$ cat config.mk
export PLATFORM = sky130hd
export DESIGN_NAME = product_bcd_formatter
export DESIGN_NICKNAME = d
export VERILOG_FILES = /design/src/rtl/product_bcd_formatter.sv
export SDC_FILE = /design/constraint.sdc
export NUM_CORES = 1
export LEC_CHECK = 0
export ABC_AREA = 1
export CORE_ASPECT_RATIO = 0.9
export CORE_UTILIZATION = 32
export CTS_CLUSTER_SIZE = 16
export DETAILED_ROUTE_END_ITERATION = 16
export SLEW_MARGIN = 20
export SYNTH_ARGS = -nofsm -noshare
export SYNTH_HDL_FRONTEND = slang
export SYNTH_SLANG_ARGS = --single-unit
$ cat constraint.sdc
create_clock -name Clock -period 2.6 [get_ports Clock]
set_input_delay 0.26 -clock Clock [delete_from_list [all_inputs] [get_ports Clock]]
set_output_delay 0.26 -clock Clock [all_outputs]
set_load 0.005 [all_outputs]
$ cat src/rtl/product_bcd_formatter.sv
// product_bcd_formatter
//   Converts a signed two's-complement product into sign + three BCD digits
//   using iterative shift-add-3 (double-dabble), one magnitude bit per clock.
//   Feeds the seven-segment display mux, so leading-zero blank flags are
//   provided alongside the digits.
//
// Ports
//   Clock          system clock, rising edge
//   Reset          synchronous active-high reset
//   Start          request a conversion of Product (sampled only in IDLE)
//   Product        signed WIDTH-bit value to convert
//   Busy           high while a conversion is in progress
//   Done           one-cycle pulse when the digit outputs update
//   Negative       sign of the last converted value
//   Hundreds/Tens/Ones  BCD digits of the magnitude
//   BlankHundreds  Hundreds == 0
//   BlankTens      Hundreds == 0 and Tens == 0
module product_bcd_formatter #(
    parameter int unsigned WIDTH = 8
) (
    input  logic             Clock,
    input  logic             Reset,
    input  logic             Start,
    input  logic [WIDTH-1:0] Product,
    output logic             Busy,
    output logic             Done,
    output logic             Negative,
    output logic [3:0]       Hundreds,
    output logic [3:0]       Tens,
    output logic [3:0]       Ones,
    output logic             BlankHundreds,
    output logic             BlankTens
);

    localparam int unsigned CntW = $clog2(WIDTH + 1);

    typedef enum logic [1:0] {StIdle, StShift, StFinish} state_e;

    state_e            state_q, state_d;
    logic [WIDTH-1:0]  mag_q, mag_d;
    logic [11:0]       scratch_q, scratch_d;
    logic [CntW-1:0]   cnt_q, cnt_d;
    logic              sign_q, sign_d;
    logic              busy_q, busy_d;
    logic              done_q, done_d;
    logic              neg_q, neg_d;
    logic [3:0]        hund_q, hund_d;
    logic [3:0]        tens_q, tens_d;
    logic [3:0]        ones_q, ones_d;
    logic              blank_h_q, blank_h_d;
    logic              blank_t_q, blank_t_d;

    logic [3:0]        adj_tens, adj_ones;

    // Magnitude never exceeds 256, so the hundreds digit is at most 1 before
    // the final shift and never needs the add-3 correction.
    always_comb begin
        adj_tens = (scratch_q[7:4] >= 4'd5) ? scratch_q[7:4] + 4'd3 : scratch_q[7:4];
        adj_ones = (scratch_q[3:0] >= 4'd5) ? scratch_q[3:0] + 4'd3 : scratch_q[3:0];
    end

    always_comb begin
        state_d   = state_q;
        mag_d     = mag_q;
        scratch_d = scratch_q;
        cnt_d     = cnt_q;
        sign_d    = sign_q;
        busy_d    = busy_q;
        done_d    = 1'b0;
        neg_d     = neg_q;
        hund_d    = hund_q;
        tens_d    = tens_q;
        ones_d    = ones_q;
        blank_h_d = blank_h_q;
        blank_t_d = blank_t_q;

        unique case (state_q)
            StIdle: begin
                if (Start) begin
                    sign_d    = Product[WIDTH-1];
                    // Most negative input wraps to 2^(WIDTH-1) as unsigned.
                    mag_d     = Product[WIDTH-1] ? ({WIDTH{1'b0}} - Product) : Product;
                    scratch_d = 12'd0;
                    cnt_d     = CntW'(WIDTH);
                    busy_d    = 1'b1;
                    state_d   = StShift;
                end
            end
            StShift: begin
                scratch_d = {scratch_q[10:8], adj_tens, adj_ones, mag_q[WIDTH-1]};
                mag_d     = {mag_q[WIDTH-2:0], 1'b0};
                cnt_d     = cnt_q - CntW'(1);
                if (cnt_q == CntW'(1)) begin
                    state_d = StFinish;
                end
            end
            StFinish: begin
                neg_d     = sign_q;
                hund_d    = scratch_q[11:8];
                tens_d    = scratch_q[7:4];
                ones_d    = scratch_q[3:0];
                blank_h_d = (scratch_q[11:8] == 4'd0);
                blank_t_d = (scratch_q[11:4] == 8'd0);
                done_d    = 1'b1;
                busy_d    = 1'b0;
                state_d   = StIdle;
            end
            default: begin
                state_d = StIdle;
                busy_d  = 1'b0;
            end
        endcase
    end

    always_ff @(posedge Clock) begin
        if (Reset) begin
            state_q   <= StIdle;
            mag_q     <= '0;
            scratch_q <= '0;
            cnt_q     <= '0;
            sign_q    <= 1'b0;
            busy_q    <= 1'b0;
            done_q    <= 1'b0;
            neg_q     <= 1'b0;
            hund_q    <= 4'd0;
            tens_q    <= 4'd0;
            ones_q    <= 4'd0;
            blank_h_q <= 1'b1;
            blank_t_q <= 1'b1;
        end else begin
            state_q   <= state_d;
            mag_q     <= mag_d;
            scratch_q <= scratch_d;
            cnt_q     <= cnt_d;
            sign_q    <= sign_d;
            busy_q    <= busy_d;
            done_q    <= done_d;
            neg_q     <= neg_d;
            hund_q    <= hund_d;
            tens_q    <= tens_d;
            ones_q    <= ones_d;
            blank_h_q <= blank_h_d;
            blank_t_q <= blank_t_d;
        end
    end

    assign Busy          = busy_q;
    assign Done          = done_q;
    assign Negative      = neg_q;
    assign Hundreds      = hund_q;
    assign Tens          = tens_q;
    assign Ones          = ones_q;
    assign BlankHundreds = blank_h_q;
    assign BlankTens     = blank_t_q;

endmodule

==> impl_results.md <==
- Die height: approximately 77 microns
- Worst Hold Class: reg -> reg
- Internal: ~1.0 mW
- Slew @ Worst Pin: 0.6198 ns
- DRC Markers: 0
- Cell Rows: 26
- Slowest stage cell, crit path: clkdlybuf4s50_1
- Achievable Freq: between 0.6 and 0.7 GHz
- Peak supply drop: around 0.0002 V
- Sequential power share: 0.528
- H-tree Lvls: 2
- I/O pin count: 28
- Post-synthesis sequential area ratio: 0.4430
- Data required, critical path: between 2 and 3 ns
- Core area: around 5800 sq um
- Iteration-0 DRC Markers: 85
- Detailed placement HPWL: between 2000 and 3000 microns
- CP Data Arrival Time: between 1.5 and 2 ns
- Relative slew slack: 0.5864
- Critical path capture point type: register
- Hold Buf Count CTS: 0
- Post-synth net total: 284
- Via count: between 1,500 and 2,000
- CTS tree: yes
- Power, Total: between 1 and 1.5 mW
- CP max stage delay: about 0.48 ns
- Final WS setup: roughly 1.1 ns
- Nets@finish: between 300 and 400
- Synth top area share: 0.4430
- GRT Resource Usage Total: 0.1390
- Crit start category: input pin
- Routability congestion estimate: just over 0.8
- YS warnings: 0
- Initial antenna violation count: 0
- Routed vias/inst: 5.019
- Dpl cells: between 300 and 400
- DR WL/cell: 11.81 microns
- Area grow syn2layout: 20.70%
- Clock sinks: 44
- Ys async rst share: 0
- Root Driver: clkbuf_8
- First-pass GRT wire length: between 7000 and 8000 microns
- Sw Share: 0.2593
- Unique cell type count in the Yosys netlist: 22
- Setup_tns: 0 ns
- Antenna viol nets, final: 0
- Net Sw Power: around 360 uW
- Postcts setup bufs: 0
- Number of synthesized flops with an enable pin: 0
- Count of input and output buffers: 27
- Fill cells: roughly 600
- Most common flop cell mapped by yosys: dfxtp_1
- Die Width: 85.09 microns
- Status: completed
- Critical path fanouts, max: 12
- CP top delay family: buffers and inverters
- Worst-Skew Late Latency: approximately 0.3 ns
- Final worst path period share: 0.5812
- Post-Place Setup Slack: 0.7729 ns
- Clock share of power: 0.337
- Max Clock Skew: between 0.005 and 0.006 ns
- Post-route insts no fill: 360
- CTS Buf Count: 5
- Vias in the first global route: between 1,500 and 2,000
- Crit-path cells: clkdlybuf4s50_1 -> o21ai_2 -> buf_4 -> a22oi_1 -> o21ai_0 -> nand2_1 -> inv_1
- Cell Area, Synth: between 1500 and 2000 sq um
- Pin count of the biggest net entering global routing: 25
- Final Core Density: 0.4121
- Buf+Inv Stages, Crit Path: 3
- Clock Path Buffers: 2
- Fin. max-slew vios: 0
- Final Hold Viols: 0
- Unrepaired setup endpoints after global routing: false
- Final min period: 1.511 ns
- TritonRoute pass-1 iters: 4
- Die ar.: about 6500 sq um
- Worst hold margin: 0.4748 ns
- Placement Cell Area: approximately 2300 sq um
- P_leak: about 1.0 nW
- Starting density of the core: 0.3414
- Synth top area cells: dfxtp_1 (44%), nand2_1 (8.3%), a21oi_1 (7.6%), nand3_1 (6.3%), o21ai_0 (6.3%)
- Final std cell area, no fill: ~2400 sq um
- Leading area contributor after synthesis: dfxtp_1
- CP Class: in -> reg
- Synth Register Bits: 44
- Ant. Diodes: 0
- Overflow after GRT: 0
- Gate power share: 0.135
- Total of max-cap violations: 0
- Total wire length: around 4300 microns
- Fraction of layout cells with a size suffix above 1: 0.05172
- Post-synth top cells: dfxtp_1 (44), nand2_1 (44), inv_1 (33)
- Clk slew on worst S/H paths: approximately 0.08 ns
- Post-CTS Resized: 0
- Syn Inst Count: 265
- PwrDens: around 570 nW/um^2
- Mean Syn Cell Area: between 7 and 8 sq um
- Final setup viols: 0
[logic make-up (layout without fill, tap and decap cells)]
kind of cell / count (synthesis) / count (layout) / synth area share
simple gates: 96 / 96 / 0.2121
compound gates: 70 / 70 / 0.1976
buf+inv: 47 / 72 / 0.09691
flops: 44 / 44 / 0.4430
fa+ha+maj: 8 / 8 / 0.05035
[registers in the layout (all words and copies together) (netlist names)]
signal / flops
Negative: 1
Hundreds: 4
scratch_q: 12
BlankHundreds: 1
cnt_q: 4
sign_q: 1
Done: 1
Busy: 1
mag_q: 8
Tens: 4
state_q: 2
Ones: 4
BlankTens: 1
[placed cells by master (no fill, tap or decap), drive strengths merged]
| cell type | instances |
|---|---|
| a22oi | 8 |
| o211ai | 1 |
| inv | 36 |
| o21ai | 26 |
| nor2 | 17 |
| nand3 | 25 |
| buf | 2 |
| a211oi | 2 |
| o32ai | 2 |
| o2111ai | 1 |
| dfxtp | 44 |
| nand4 | 7 |
| clkdlybuf4s50 | 27 |
| nand2 | 45 |
| nor3 | 2 |
| ha | 8 |
| a21oi | 30 |
| clkbuf | 7 |
[worst register-to-register path: stages (launching register included)]
cell	delay [ns]
dfxtp_1	0.36
inv_1	0.13
ha_1	0.18
inv_1	0.05
o21ai_0	0.26
nand2_1	0.15
nand2_1	0.08
nand3_1	0.07
a21oi_1	0.14
[routing by layer]
layer | GRT usage | part of all wire
met5 | 0 | 0
met1 | 0.1818 | 0.50
met3 | 0.03552 | 0.037
met4 | 0.06102 | 0.020
met2 | 0.2153 | 0.44
[power groups by stage]
stage                     logic (mW)  registers [mW]  clock network [mW]
after detailed placement       0.186           0.739                   0
after global routing           0.214           0.728               0.503
after global placement         0.183           0.739                   0
final                          0.185           0.724               0.461
after floorplan                0.128           0.736                   0
after CTS                      0.187           0.724               0.480
[final timing paths]
kind / start / endpoint / slack, ns / cells past startpoint
worst max register to register: scratch_q[4] / scratch_q[6] / 1.12 / 8
worst max-delay path: Start / mag_q[1] / 1.09 / 7
worst min register to register: BlankHundreds / BlankHundreds / 0.47 / 2
worst min-delay path: BlankHundreds / BlankHundreds / 0.47 / 2
[final cells by class]
| class | count | area (sq um) | area share |
|---|---|---|---|
| Clock buffer | 7 | 96.34 | 0.04015 |
| Inverter | 36 | 135.1 | 0.05631 |
| Multi-Input combinational cell | 174 | 914.6 | 0.3811 |
| Sequential cell | 44 | 880.8 | 0.3670 |
| Tap cell | 70 | 87.58 | 0.03650 |
| Timing Repair Buffer | 29 | 285.3 | 0.1189 |
(Power assumes the default switching activity.)
